`src/rtl/fifo_frame_reader_pkg.sv`:
```
// Shared definitions for the sample FIFO family.
// Holds the read-FSM state encoding and datapath size defaults.
package fifo_frame_reader_pkg;

    localparam int DWIDTH_DEF    = 32;
    localparam int FRAME_LEN_DEF = 64;

    typedef enum logic [1:0] {
        ST_IDLE  = 2'd0,
        ST_RUN   = 2'd1,
        ST_DRAIN = 2'd2
    } state_e;

endpackage

```
`src/rtl/fifo_frame_reader_out.sv`:
```
// One-entry valid/ready output register for the frame reader.
// Ports: clk, n_rst (sync, active-low), load_i/data_i from the FIFO pop,
// ready_i from downstream, data_o/valid_o to downstream.
module stream_out_reg #(
    parameter int DWIDTH = 32
) (
    input  logic              clk,
    input  logic              n_rst,
    input  logic              load_i,
    input  logic              ready_i,
    input  logic [DWIDTH-1:0] data_i,
    output logic [DWIDTH-1:0] data_o,
    output logic              valid_o
);

    logic [DWIDTH-1:0] data_q, data_d;
    logic              valid_q, valid_d;

    // A load overrides an accept in the same cycle, so back-to-back
    // pop+accept keeps the stream full.
    always_comb begin
        data_d  = data_q;
        valid_d = valid_q & ~ready_i;
        if (load_i) begin
            data_d  = data_i;
            valid_d = 1'b1;
        end
    end

    always_ff @(posedge clk) begin
        if (!n_rst) begin
            data_q  <= '0;
            valid_q <= 1'b0;
        end else begin
            data_q  <= data_d;
            valid_q <= valid_d;
        end
    end

    assign data_o  = data_q;
    assign valid_o = valid_q;

endmodule

```
`src/rtl/fifo_frame_reader.sv`:
```
// Drains a show-ahead FIFO into FRAME_LEN-sample frames on a valid/ready
// stream. Ports: clk, n_rst (sync, active-low), start/cont/stop control,
// fifo_data/fifo_empty/fifo_error/fifo_rd_ce FIFO read side,
// m_data/m_valid/m_ready/m_first/m_last stream, frame_done/busy/err status.
module fifo_frame_reader
    import fifo_frame_reader_pkg::*;
#(
    parameter int DWIDTH    = DWIDTH_DEF,
    parameter int FRAME_LEN = FRAME_LEN_DEF,
    parameter int CNT_W     = 7
) (
    input  logic              clk,
    input  logic              n_rst,
    input  logic              start,
    input  logic              cont,
    input  logic              stop,
    input  logic [DWIDTH-1:0] fifo_data,
    input  logic              fifo_empty,
    input  logic              fifo_error,
    output logic              fifo_rd_ce,
    output logic [DWIDTH-1:0] m_data,
    output logic              m_valid,
    input  logic              m_ready,
    output logic              m_first,
    output logic              m_last,
    output logic              frame_done,
    output logic              busy,
    output logic              err
);

    localparam logic [CNT_W-1:0] LAST_IDX = CNT_W'(FRAME_LEN - 1);
    localparam logic [CNT_W-1:0] FULL_CNT = CNT_W'(FRAME_LEN);
    localparam logic [CNT_W-1:0] ONE      = CNT_W'(1);

    state_e           state_q, state_d;
    logic [CNT_W-1:0] idx_q, idx_d;
    logic [CNT_W-1:0] pops_q, pops_d;
    logic             cont_q, cont_d;
    logic             err_q, err_d;
    logic             done_q, done_d;

    logic pop;
    logic accept;
    logic last_acc;

    // Gated by n_rst so nothing is popped while reset is held.
    assign pop = n_rst & (state_q == ST_RUN) & ~fifo_empty
               & (~m_valid | m_ready) & (pops_q < FULL_CNT);
    assign accept   = m_valid & m_ready;
    assign last_acc = accept & (idx_q == LAST_IDX);

    stream_out_reg #(
        .DWIDTH(DWIDTH)
    ) u_out (
        .clk    (clk),
        .n_rst  (n_rst),
        .load_i (pop),
        .ready_i(m_ready),
        .data_i (fifo_data),
        .data_o (m_data),
        .valid_o(m_valid)
    );

    always_comb begin
        state_d = state_q;
        idx_d   = idx_q;
        pops_d  = pops_q;
        cont_d  = cont_q & ~stop;
        err_d   = err_q | ((state_q != ST_IDLE) & fifo_error);
        done_d  = 1'b0;

        if (pop) begin
            pops_d = pops_q + ONE;
        end
        if (accept && idx_q != LAST_IDX) begin
            idx_d = idx_q + ONE;
        end

        unique case (state_q)
            ST_IDLE: begin
                if (start) begin
                    state_d = ST_RUN;
                    idx_d   = '0;
                    pops_d  = '0;
                    cont_d  = cont & ~stop;
                end
            end
            ST_RUN: begin
                if (pop && pops_q == LAST_IDX) begin
                    state_d = ST_DRAIN;
                end
            end
            ST_DRAIN: begin
                // The final sample is always accepted here: its pop
                // already moved the FSM out of RUN.
                if (last_acc) begin
                    done_d  = 1'b1;
                    idx_d   = '0;
                    pops_d  = '0;
                    state_d = cont_d ? ST_RUN : ST_IDLE;
                end
            end
            default: begin
                state_d = ST_IDLE;
            end
        endcase
    end

    always_ff @(posedge clk) begin
        if (!n_rst) begin
            state_q <= ST_IDLE;
            idx_q   <= '0;
            pops_q  <= '0;
            cont_q  <= 1'b0;
            err_q   <= 1'b0;
            done_q  <= 1'b0;
        end else begin
            state_q <= state_d;
            idx_q   <= idx_d;
            pops_q  <= pops_d;
            cont_q  <= cont_d;
            err_q   <= err_d;
            done_q  <= done_d;
        end
    end

    assign fifo_rd_ce = pop;
    assign m_first    = m_valid & (idx_q == '0);
    assign m_last     = m_valid & (idx_q == LAST_IDX);
    assign frame_done = done_q;
    assign busy       = (state_q != ST_IDLE);
    assign err        = err_q;

endmodule

```
`config.mk`:
```
export PLATFORM = sky130hd
export DESIGN_NAME = fifo_frame_reader
export DESIGN_NICKNAME = d
export VERILOG_FILES = /design/src/rtl/fifo_frame_reader_pkg.sv /design/src/rtl/fifo_frame_reader_out.sv /design/src/rtl/fifo_frame_reader.sv
export SDC_FILE = /design/constraint.sdc
export NUM_CORES = 1
export LEC_CHECK = 0
export CORE_MARGIN = 10
export CORE_UTILIZATION = 41
export CTS_BUF_LIST = sky130_fd_sc_hd__clkbuf_8
export DETAILED_ROUTE_END_ITERATION = 8
export PLACE_DENSITY = 0.78
export SYNTH_ARGS = -nofsm -noshare
export SYNTH_HDL_FRONTEND = slang
export SYNTH_SLANG_ARGS = --single-unit
```
`constraint.sdc`:
```
create_clock -name clk -period 1.4 [get_ports clk]
set_input_delay 0.21 -clock clk [delete_from_list [all_inputs] [get_ports clk]]
set_output_delay 0.21 -clock clk [all_outputs]
set_load 0.02 [all_outputs]
```
==> results.md <==
* Failing checks: setup timing
* Gr usage total at 0.153
* Status: finished, violations left
* Clk buf depth at 2
* Sequential area share after synthesis at 0.491
* Worst-Skew Late Latency at 0.30 ns
* Avg Cell Area, Syn at 8.76 sq um
* Hold_buf cts at 0
* Post-synth EDFFs at 0
* Max IR drop VDD at 0.641 mV
* Drt pass-1 iters at 4
* TritonCTS buffer count at 5
* Max layer used: met4
* Placeable Area at 5070 sq um
* Remaining DRCs at 0
* Cell with the most instances after synthesis: nand2_1
* Critical path buffer and inverter count at 2
* Gate Count Post-Synth at 242
* Final setup fails at 51
* Vias in the first global route at 2188
* Total Power at 2830 uW
* Post-route ant nets at 0
* Grt ovf at 0
* Via count at 2180
* H-tree levels at 2
* Wire per inst at 16.6 um
* Slowest stage delay, CP at 0.42 ns
* Top post-synthesis cells by count: nand2_1 (68), dfxtp_1 (52), a21boi_0 (32)
* Worst Setup EP: fifo_rd_ce
* Global placer's final weighted congestion at 0.776
* Post-synthesis register bit count at 52
* Final nets at 402
* Fin. max-slew vios at 0
* Rows at 26
* Worst Tran Pin Value at 0.351 ns
* Worst path slowest cell: or3_4
* Min-Delay Path Class: input port to flip-flop
* Hold WS at 0.444 ns
* Startpoint types: flip-flop
* Clock root buffer: clkbuf_8
* Fmax at 0.615 GHz
* Critical Path RT at 1.19 ns
* Post-Layout Cell Count at 430
* WL met3 at 441 um
* WL met1 at 2.87 mm
* Rel. slew slack at 0.764
* RSZ-0062 raised after global routing: yes
* CP Max Fanout at 3
* Power Dens Cells at 776 nW/um^2
* CP cell instances: nand4bb_4, or3_4, clkinv_4, buf_6
* Crit Path Class: flip-flop to primary output
* Top cell type's share of synthesized area at 0.491
* I/O Buffers at 78
* FFs w/ async S/R, synth at 0
* Placed Instances at 408
* Layout cells sized above 1 at 0.272
* Die area at 8450 sq um
* Area growth from synthesis to layout at 72.3%
* Clock slew at reported path FFs at 0.09 ns
* Top post-synthesis cells by area: dfxtp_1 (49%), nand2_1 (12%), a21boi_0 (11%)
* Die Width at 91.9 um
* Antenna fix cells at 0
* CTS sink count at 52
* Synth area leader: dfxtp_1
* Max-cap violation count at 0
* Netlist cell types at 38
* Final Cycle Share at 1.16
* Post-Route WL at 7.12 mm
* Leakage at 0.00154 uW
* Largest net degree at the start of global routing at 41
* HPWL Detailed at 4.43 mm
* R2R Path Start: state_q[1]
* Filler cells at 387
* Worst setup EP type: primary output
* CP arrival at 1.42 ns
* Initial drt markers at 158
* Reg2reg end: u_out.data_o[24]
* R2R setup slack at -0.18 ns
* Final hold vios at 0
* Synthesis Warnings at 0
* Vias/cell at 5.07
* Cell family with most CP delay: simple AND/OR/NAND/NOR gates
* Synthesized cell area at 2120 sq um
* CP Launch Point: state_q[1]
* CTS tree: yes
* First-pass GRT wire length at 10.7 mm
* Number of stages on the worst setup path at 4
* Met2 wire len at 3.62 mm
* Net Count, Synth at 285
* Worst reg2reg path depth at 7
* Ports at 79
* Initial antenna violation count at 0
* Final setup margin at -0.227 ns
* Main synth FF type: dfxtp_1
* Die height at 91.9 um
* Tmin final at 1.63 ns
* Final Core Density at 0.719
* Starting Density at 0.418
* Clk_skew at 0.00712 ns
-- placed cells by master, fill, tap and decap left out, types with 2 or more instances in the layout --
| cell | n |
|---|---|
| and3b_1 | 2 |
| ha_1 | 2 |
| xnor2_1 | 4 |
| inv_1 | 3 |
| o21ai_0 | 3 |
| a21oi_2 | 2 |
| a21boi_1 | 27 |
| a21oi_1 | 4 |
| nand2_1 | 64 |
| and3_1 | 3 |
| dfxtp_1 | 44 |
| dlygate4sd2_1 | 38 |
| o21ai_2 | 2 |
| a21boi_0 | 2 |
| nor2_1 | 4 |
| clkdlybuf4s50_1 | 36 |
| dfxtp_2 | 4 |
| buf_16 | 2 |
| nand2_4 | 2 |
| a21boi_2 | 3 |
| nand2_2 | 2 |
| or3_1 | 4 |
| buf_4 | 31 |
| mux2i_1 | 2 |
| nor3_1 | 2 |
| nor4_2 | 2 |
| nor2_2 | 3 |
| nor2b_1 | 2 |
| buf_6 | 11 |
| clkbuf_8 | 6 |
| clkbuf_16 | 2 |
| buf_12 | 2 |
| nand3_1 | 7 |
| dfxtp_4 | 4 |
-- per-layer routing --
layer	track usage	vias to the layer above
li1	-	1057
met1	0.162	1045
met2	0.276	63
met3	0.0481	15
met4	0.0617	0
met5	0	-
-- worst min-delay path by stage --
stage                     startpoint          endpoint  slack [ns]  cells past startpoint
floorplan                       stop            cont_q        0.29                      1
global placement     u_out.data_o[8]   u_out.data_o[8]        0.45                      2
detailed placement  u_out.data_o[12]  u_out.data_o[12]        0.46                      2
CTS                    fifo_data[17]  u_out.data_o[17]        0.44                      3
global route           fifo_data[17]  u_out.data_o[17]        0.44                      3
finish                 fifo_data[31]  u_out.data_o[31]        0.44                      3
-- kinds of logic (layout without fill, tap and decap cells) --
| logic type | Yosys count | count (layout) | share of synthesized area |
|---|---|---|---|
| mux | 2 | 2 | 0.00945 |
| simple gates | 112 | 112 | 0.249 |
| fa+ha+maj | 3 | 3 | 0.0177 |
| flops | 52 | 52 | 0.491 |
| buf+inv | 15 | 133 | 0.0336 |
| compound gates | 52 | 52 | 0.175 |
| xor+xnor | 6 | 6 | 0.0248 |
-- registers in the layout (all words and copies together), names as in the netlist --
| name | count |
|---|---|
| cont_q | 1 |
| err | 1 |
| frame_done | 1 |
| idx_q | 7 |
| pops_q | 7 |
| state_q | 2 |
| u_out.data_o | 32 |
| u_out.valid_o | 1 |
-- repair_timing --
item,in CTS,in global routing
setup endpoints to repair,88,53
buffers inserted,6,5
pin swaps,12,7
gates cloned,3,3
gates resized for setup,115,41
-- stage by stage --
step | setup WS [ns] | area (sq um) | TNS (ns)
after floorplan | -0.128 | 2190 | -1.97
after global placement | -0.750 | 3200 | -26.75
after detailed placement | -0.763 | 3200 | -28.42
after CTS | -0.201 | 3510 | -5.32
after global routing | -0.278 | 3650 | -8.77
final | -0.227 | 3650 | -5.60
-- layout make-up --
cell class,count,area [sq um],area share
inverters,3,16.3,0.00446
clock inverters,2,11.3,0.00308
clock buffers,6,82.6,0.0226
well taps,70,87.6,0.0240
repair buffers,122,1190,0.327
flip-flops and latches,52,1060,0.291
multi-input cells,175,1200,0.328
-- where the power goes --
part           switching [uW]  total, uW  internal [uW]  leakage (uW)
Combinational             182        421            239       0.00106
Sequential               17.4       1520           1500      0.000426
Clock                     494        890            396     0.0000486
Total                     693       2830           2140       0.00154
-- tightest hold or removal path, stage by stage --
cell	delay, ns
clkdlybuf4s50_1	0.39
nand2_1	0.05
a21boi_1	0.05
(Power assumes the default switching activity.)
